File: config.mk
export PLATFORM = sky130hd
export DESIGN_NAME = stopwatch_input_ctrl
export DESIGN_NICKNAME = d
export VERILOG_FILES = /design/src/rtl/stopwatch_input_ctrl.sv
export SDC_FILE = /design/constraint.sdc
export NUM_CORES = 1
export LEC_CHECK = 0
export BUFFER_PORTS_ARGS = -buffer_cell sky130_fd_sc_hd__buf_2
export CORE_MARGIN = 3
export CORE_UTILIZATION = 31
export CTS_CLUSTER_DIAMETER = 60
export CTS_CLUSTER_SIZE = 12
export DETAILED_ROUTE_END_ITERATION = 10
export GPL_TIMING_DRIVEN = 0
export PLACE_DENSITY = 0.52
export SYNTH_ARGS = -nofsm -noshare
export SYNTH_HDL_FRONTEND = slang
export SYNTH_SLANG_ARGS = --single-unit
export TNS_END_PERCENT = 10
File: constraint.sdc
create_clock -name clk -period 1.9 [get_ports clk]
set_input_delay 0.285 -clock clk [delete_from_list [all_inputs] [get_ports clk]]
set_output_delay 0.285 -clock clk [all_outputs]
set_load 0.02 [all_outputs]
File: src/rtl/stopwatch_input_ctrl.sv
// Stopwatch button front-end: 2-flop sync, per-button debounce, press pulses, run/clear control.
// Optional CLEAR_STOPS_RUN_EN: an accepted clear press also forces run low.
module stopwatch_input_ctrl #(
  parameter int DEBOUNCE_CYCLES = 500000
) (
  input  logic clk,
  input  logic reset_n,
  input  logic btn_start,
  input  logic btn_clear,
  output logic run,
  output logic clear,
  output logic start_db,
  output logic clear_db
);

  localparam int CW = $clog2(DEBOUNCE_CYCLES);
  localparam logic [CW-1:0] CNT_MAX = CW'(DEBOUNCE_CYCLES - 1);

  // Channel 0 is start, channel 1 is clear.
  logic [1:0]    raw;
  logic [1:0]    sync1;
  logic [1:0]    sync2;
  logic [1:0]    db;
  logic [1:0]    db_q;
  logic [1:0]    press;
  logic [CW-1:0] cnt [2];

  assign raw   = {btn_clear, btn_start};
  assign press = db & ~db_q;

  for (genvar ch = 0; ch < 2; ch++) begin : g_chan
    always_ff @(posedge clk or negedge reset_n) begin
      if (!reset_n) begin
        sync1[ch] <= 1'b0;
        sync2[ch] <= 1'b0;
        db[ch]    <= 1'b0;
        cnt[ch]   <= '0;
      end else begin
        sync1[ch] <= raw[ch];
        sync2[ch] <= sync1[ch];
        // Any cycle that agrees with the accepted level restarts the count.
        if (sync2[ch] == db[ch]) begin
          cnt[ch] <= '0;
        end else if (cnt[ch] == CNT_MAX) begin
          db[ch]  <= sync2[ch];
          cnt[ch] <= '0;
        end else begin
          cnt[ch] <= cnt[ch] + CW'(1);
        end
      end
    end
  end

  always_ff @(posedge clk or negedge reset_n) begin
    if (!reset_n) begin
      db_q  <= 2'b00;
      clear <= 1'b0;
      run   <= 1'b0;
    end else begin
      db_q  <= db;
      clear <= press[1];
      if (press[0] && press[1]) begin
        run <= 1'b0;
`ifdef CLEAR_STOPS_RUN_EN
      end else if (press[1]) begin
        run <= 1'b0;
`endif
      end else if (press[0] && !press[1]) begin
        run <= ~run;
      end
    end
  end

  assign start_db = db[0];
  assign clear_db = db[1];

endmodule
==> impl_metrics.toml, run 1 <==
[outcome]
status = "complete, but fails checks"
violations = "setup timing"

[setup_path]
path_class = "reg2reg"
crit_buf_inv = 0
cp_max_fo = 4
path_cells = "or4b_1, or4_4, nor2_4, mux2_2"
slowest_stage = "or4b_1"
cp-start-kind = "register"
ff2ff_setup_slack_ns = -0.08
rr_startpoint = "cnt[11]$_DFF_PN0_"
cp-end-kind = "register"
cp.arrival_ns = 2.18
critPathMaxStageDelay_ns = 0.53
cpLargestDelayFamily = "simple AND/OR/NAND/NOR gates"
r2r_cells = 4
timing.rr.end = "clear_db$_DFFE_PN0P_"
cp_data_required_time_ns = 2.10

[min_path]
hold_class = "in2reg"
hold_end = "sync1[1]$_DFF_PN0_"
whs_path_depth = 1
hold_start = "btn_clear"

[clock_network]
cts_buffer_depth = 2
tritoncts = "built"
cts.clk_slew.worst_paths_ns = 0.09
cts_sinks = 48
htreeDepth = 2
clockRootBuffer = "clkbuf_8"
cts_inserted_buffers = 5
insertion_delay_ns = 0.30

[floorplan]
die_y_um = 91.2
dieArea_um2 = 8310
io_pins = 8
core_um2 = 6910
num_rows = 30
start_util = 0.326
die_x_um = 91.2

[run]
drv_cap = 0

[synthesis]
synth_area_leaders = "dfrtp_1, nor2_1, xor2_1"
synthSimpleGateAreaFrac = 0.259
ys_seq_area_frac = 0.534
synth.largest_area_cell = "dfrtp_1"
synthAdderAreaFrac = 0.0111
yosys_warnings = 0
syn-cell-area_um2 = 2250
synth_top_area_share = 0.534
synth-compound-area-share = 0.0656
synth_edf_count = 0
syn_area_per_cell_um2 = 10.3
synth.mux.area_fraction = 0.0145
synth_ff_type = "dfrtp_1"
synth_cell_types = 37
synthXorXnorAreaFrac = 0.0973
synthArstFlopShare = 1.00
synthCells = 218
synth_top_family_by_area = "simple AND/OR/NAND/NOR gates"
synthesis.nets = 224
ys_ff_latch = 48

[finish]
fin_nets = 242
syn_to_final_growth_pct = 15.2
drive_above_1_share = 0.143
diodes = 0
stdcell_area_um2 = 2590

[pwr]
clock_power_share = 0.396
swShare = 0.216
pwr-share-seq = 0.566
netSwitchingPower_mw = 0.400
p_leak_nw = 1.11
finalPower_mw = 1.85
power.density_nw_per_um2 = 713
ir_drop_mv = 0.247
combPwrFrac = 0.038
p_int_mw = 1.45

[grt]
grt_pass1_vias = 1555
grt_pass1_wl_um = 7530
antenna_found_initial = 0
grt_max_degree = 49
track_usage = 0.111
grt.overflow.total = 0

[detailed_routing]
drt-initial-drc-count = 94
firstDrtPassIters = 4
avgRoutedWirePerCell_um = 12.7
wirelength_um = 4220
ant_nets = 0
viasPerCell = 4.95
num_vias = 1650
post-route-drc-count = 0

[sta]
fin_worst_skew_ns = 0.00692
min_period_ns = 1.98
slew_headroom = 0.283
fmax_mhz = 504
worstMarginPinSlew_ns = 1.07
hold_viol_final = 0
drv_slew = 0
timing.hold.ws_ns = 0.0858
fin_ws_ns = -0.0846
grt_setup_unrepaired = "true"
finalSetupViolCount = 16
fin_crit_sh = 1.04

[placement]
io_buffers = 7
hpwl_um = 2820
gp_congestion = 0.732
post_dp_cell_area_um2 = 2410
[state kept, by name, indices dropped and copies added, names as in the netlist]
register	flops
cnt	38
db_q	2
sync1	2
sync2	2
clear	1
clear_db	1
run	1
start_db	1
[worst register-to-register path: stages, from the launching register on]
cell and delay (ns):
dfrtp_1 0.42, or4b_1 0.53, or4_4 0.47, nor2_4 0.13
mux2_2 0.34
[area by class of cell]
cell class,instances,area [um^2]
well taps,96,120
fillers,714,4310
clock inverters,2,35.0
flip-flops and latches,48,1200
plain buffers,6,36.3
inverters,3,11.3
repair buffers,11,65.1
clock buffers,6,72.6
multi-input cells,161,1050
[kinds of logic (layout without fill, tap and decap cells)]
kind of cell    Yosys count  after routing
compound gates           23             23
simple gates            108            108
buf+inv                   9             28
fa+ha+maj                 2              2
xor+xnor                 25             25
mux                       3              3
flops                    48             48
[metrics by stage]
step	setup TNS, ns	cells	worst slack [ns]	utilization
2_1_floorplan	-0.0106	218	-0.0106	-
3_3_place_gp	-7.21	321	-0.407	0.349
3_5_place_dp	-7.43	321	-0.422	0.349
4_1_cts	-0.795	333	-0.0994	0.374
5_1_grt	-1.64	333	-0.154	0.375
6_report	-0.668	333	-0.0846	0.375
[how the worst max path moves through the flow]
stage / from / to / cells past startpoint
6_report: cnt[11]$_DFF_PN0_ / clear_db$_DFFE_PN0P_ / 4
5_1_grt: cnt[11]$_DFF_PN0_ / clear_db$_DFFE_PN0P_ / 4
4_1_cts: cnt[7]$_DFF_PN0_ / clear_db$_DFFE_PN0P_ / 4
3_5_place_dp: cnt[19]$_DFF_PN0_ / cnt[27]$_DFF_PN0_ / 7
3_3_place_gp: cnt[19]$_DFF_PN0_ / cnt[30]$_DFF_PN0_ / 7
2_1_floorplan: cnt[11]$_DFF_PN0_ / clear_db$_DFFE_PN0P_ / 4
[power groups by stage]
stage / combinational, mW / sequential [mW] / clock (mW)
after floorplan: 0.0325 / 1.06 / 0
after global placement: 0.0656 / 1.07 / 0
after detailed placement: 0.0663 / 1.07 / 0
after CTS: 0.0738 / 1.05 / 0.763
after global routing: 0.0850 / 1.05 / 0.812
final: 0.0710 / 1.05 / 0.732
[repair_timing]
item	CTS	global route
pin swaps	9	1
hold buffers	0	0
resized for setup	5	6
setup buffers	4	0
setup endpoints to repair	29	21
[Yosys cell counts, types with 2 or more instances]
cell type	n
dfrtp_1	48
nor2_1	31
nand2_1	15
nand4_1	13
xor2_1	13
xnor2_1	12
a21oi_1	9
and3_1	7
nand3_1	7
clkbuf_1	5
nor3_1	5
o21ai_0	5
or4_1	5
and2_1	4
and4_1	4
nor4_1	4
o31ai_1	4
or3_1	4
inv_1	3
ha_1	2
mux2_2	2
[cells in the final DEF (no fill, tap or decap), drive strengths merged, types with 5 or more instances in the layout]
cell / synthesis / routed
xnor2: 12 / 12
xor2: 13 / 13
o21ai: 7 / 7
a21oi: 9 / 9
and3: 7 / 7
nand3: 7 / 7
buf: 1 / 13
clkbuf: 5 / 10
nand4: 13 / 13
nand2: 15 / 15
nor2: 32 / 32
or4: 6 / 6
dfrtp: 48 / 48
nor3: 5 / 5
[layer usage]
metal / vias up / track usage / wire, um
met5: - / 0 / 0
met4: 0 / 0.0452 / 86
met3: 8 / 0.0249 / 119
met2: 20 / 0.154 / 1710
met1: 812 / 0.165 / 2310
li1: 810 / - / -
Power figures use the tool's default switching activity.
==> inputs of run 2 (changes only) <==
Settings changed: PLACE_DENSITY 0.52 to default, PLACE_DENSITY_LB_ADDON from default to 0.05.
==> run 2 against run 1 <==
The run still ends with setup timing left; non-clock buffer count increased by 3; utilization grew 0.29 points; routed wire length rose by 7.5%; global-route usage is 0.62 points higher; combinational power up 3.4%; largest cell class unchanged; clock power fell by 16%; critical path depth is the same; cell count grew 0.90%.
==> impl_metrics.toml, run 2 (synthesized netlist as in run 1, its figures left out) <==
[placement]
gp_congestion = 0.704
place_ws_ns = -0.472
dpl.cell_count = 321
io_buffers = 7
hpwl_um = 2950

[clock_network]
insertion_delay_ns = 0.29
tritoncts = "built"
cts.clk_slew.worst_paths_ns = 0.09
clockRootBuffer = "clkbuf_8"
cts_buffer_depth = 2
cts_inserted_buffers = 5
hold_buffers = 0
cts_sinks = 48
htreeDepth = 2

[detailed_routing]
avgRoutedWirePerCell_um = 13.5
drt-initial-drc-count = 34
viasPerCell = 4.77
num_vias = 1602
ant_nets = 0
post-route-drc-count = 0
wirelength_um = 4540
firstDrtPassIters = 4

[min_path]
whs_path_depth = 1
hold_class = "in2reg"
hold_end = "sync1[1]$_DFF_PN0_"
hold_start = "btn_clear"

[finish]
fin_nets = 245
drive_above_1_share = 0.175
fillers = 746
final_cell_mix = "dfrtp_1, nor2_1, nand2_1, nand4_1, xor2_1"
multiInputGateArea_um2 = 1060
largest_reg_flops = 38
layout.cells.most_common = "dfrtp_1"
instances_no_fill = 336
syn_to_final_growth_pct = 16.1
regMostFlops = "cnt"
utilization = 0.378
diodes = 0
regArea_um2 = 1200

[sta]
hold_viol_final = 0
slew_headroom = 0.280
fin_crit_sh = 1.04
fmax_mhz = 504
fin_worst_skew_ns = 0.0115
fin_ws_ns = -0.0852
min_period_ns = 1.99
worstMarginPinSlew_ns = 1.08
drv_slew = 0
grt_setup_unrepaired = "true"
finalSetupViolCount = 15

[floorplan]
core_um2 = 6910
num_rows = 30
io_pins = 8
die_x_um = 91.2
dieArea_um2 = 8310
start_util = 0.326
die_y_um = 91.2

[grt]
antenna_found_initial = 0
grt_pass1_vias = 1533
grt.overflow.total = 0
grt_pass1_wl_um = 7780
track_usage = 0.117
grt_max_degree = 49

[pwr]
p_leak_nw = 1.12
finalPower_mw = 1.73
power.density_nw_per_um2 = 664
ir_drop_mv = 0.272

[setup_path]
path_class = "reg2reg"
cp-end-kind = "register"
r2r_cells = 4
cp.arrival_ns = 2.16
ff2ff_setup_slack_ns = -0.09
cp_data_required_time_ns = 2.08
timing.rr.end = "clear_db$_DFFE_PN0P_"
cp_max_fo = 3
rr_startpoint = "cnt[7]$_DFF_PN0_"
cp-start-kind = "register"

[run]
drv_cap = 0

[outcome]
violations = "setup timing"
status = "complete, but fails checks"
[run 2: worst max-delay path, cell delays in order (launching register included)]
cell and delay (ns):
dfrtp_1 0.41, or4b_4 0.52, or4_4 0.47, nor2_4 0.16, mux2_4 0.31
[run 2: worst max-delay path by stage]
stage               slack [ns]               from  depth (start not counted)              endpoint
CTS                      -0.08   cnt[7]$_DFF_PN0_                          4  clear_db$_DFFE_PN0P_
floorplan                -0.01  cnt[11]$_DFF_PN0_                          4  clear_db$_DFFE_PN0P_
global placement         -0.47  cnt[19]$_DFF_PN0_                          7     cnt[30]$_DFF_PN0_
global route             -0.14   cnt[7]$_DFF_PN0_                          4  clear_db$_DFFE_PN0P_
finish                   -0.09   cnt[7]$_DFF_PN0_                          4  clear_db$_DFFE_PN0P_
detailed placement       -0.47  cnt[19]$_DFF_PN0_                          7     cnt[31]$_DFF_PN0_
[run 2: through the flow]
| step | instance area [um^2] | hold slack [ns] | setup TNS, ns |
|---|---|---|---|
| 5_1_grt | 2610 | 0.0785 | -1.51 |
| 3_3_place_gp | 2410 | 0.333 | -7.67 |
| 3_5_place_dp | 2410 | 0.339 | -7.75 |
| 6_report | 2610 | 0.100 | -0.437 |
| 2_1_floorplan | 2260 | -0.0106 | -0.0106 |
| 4_1_cts | 2570 | 0.0878 | -0.511 |
[run 2: layer usage]
layer	routed length [um]	global-route usage	vias up
met5	0	0	-
met4	58	0.0389	0
met3	163	0.0348	4
met2	1900	0.161	14
met1	2420	0.174	769
li1	-	-	815
[run 2: layout make-up]
| class | instances | share of cell area |
|---|---|---|
| buffer | 4 | 0.00958 |
| timing repair buffer | 16 | 0.0393 |
| clock buffer | 8 | 0.0345 |
| inverter | 3 | 0.00431 |
| sequential | 48 | 0.461 |
| multi-input combinational | 161 | 0.406 |
| tap | 96 | 0.0460 |
[run 2: repair_timing]
| item | 4_1_cts | 5_1_grt |
|---|---|---|
| gates resized for setup | 7 | 10 |
| pin swaps | 6 | 1 |
| buffers inserted | 6 | 3 |
| endpoints found under the setup margin | 37 | 32 |
[run 2: where the power goes]
group | total, mW | internal (mW) | switching, mW
sequential | 1.05 | 1.04 | 0.0117
clock | 0.614 | 0.297 | 0.316
combinational | 0.0734 | 0.0249 | 0.0485
total | 1.73 | 1.36 | 0.376
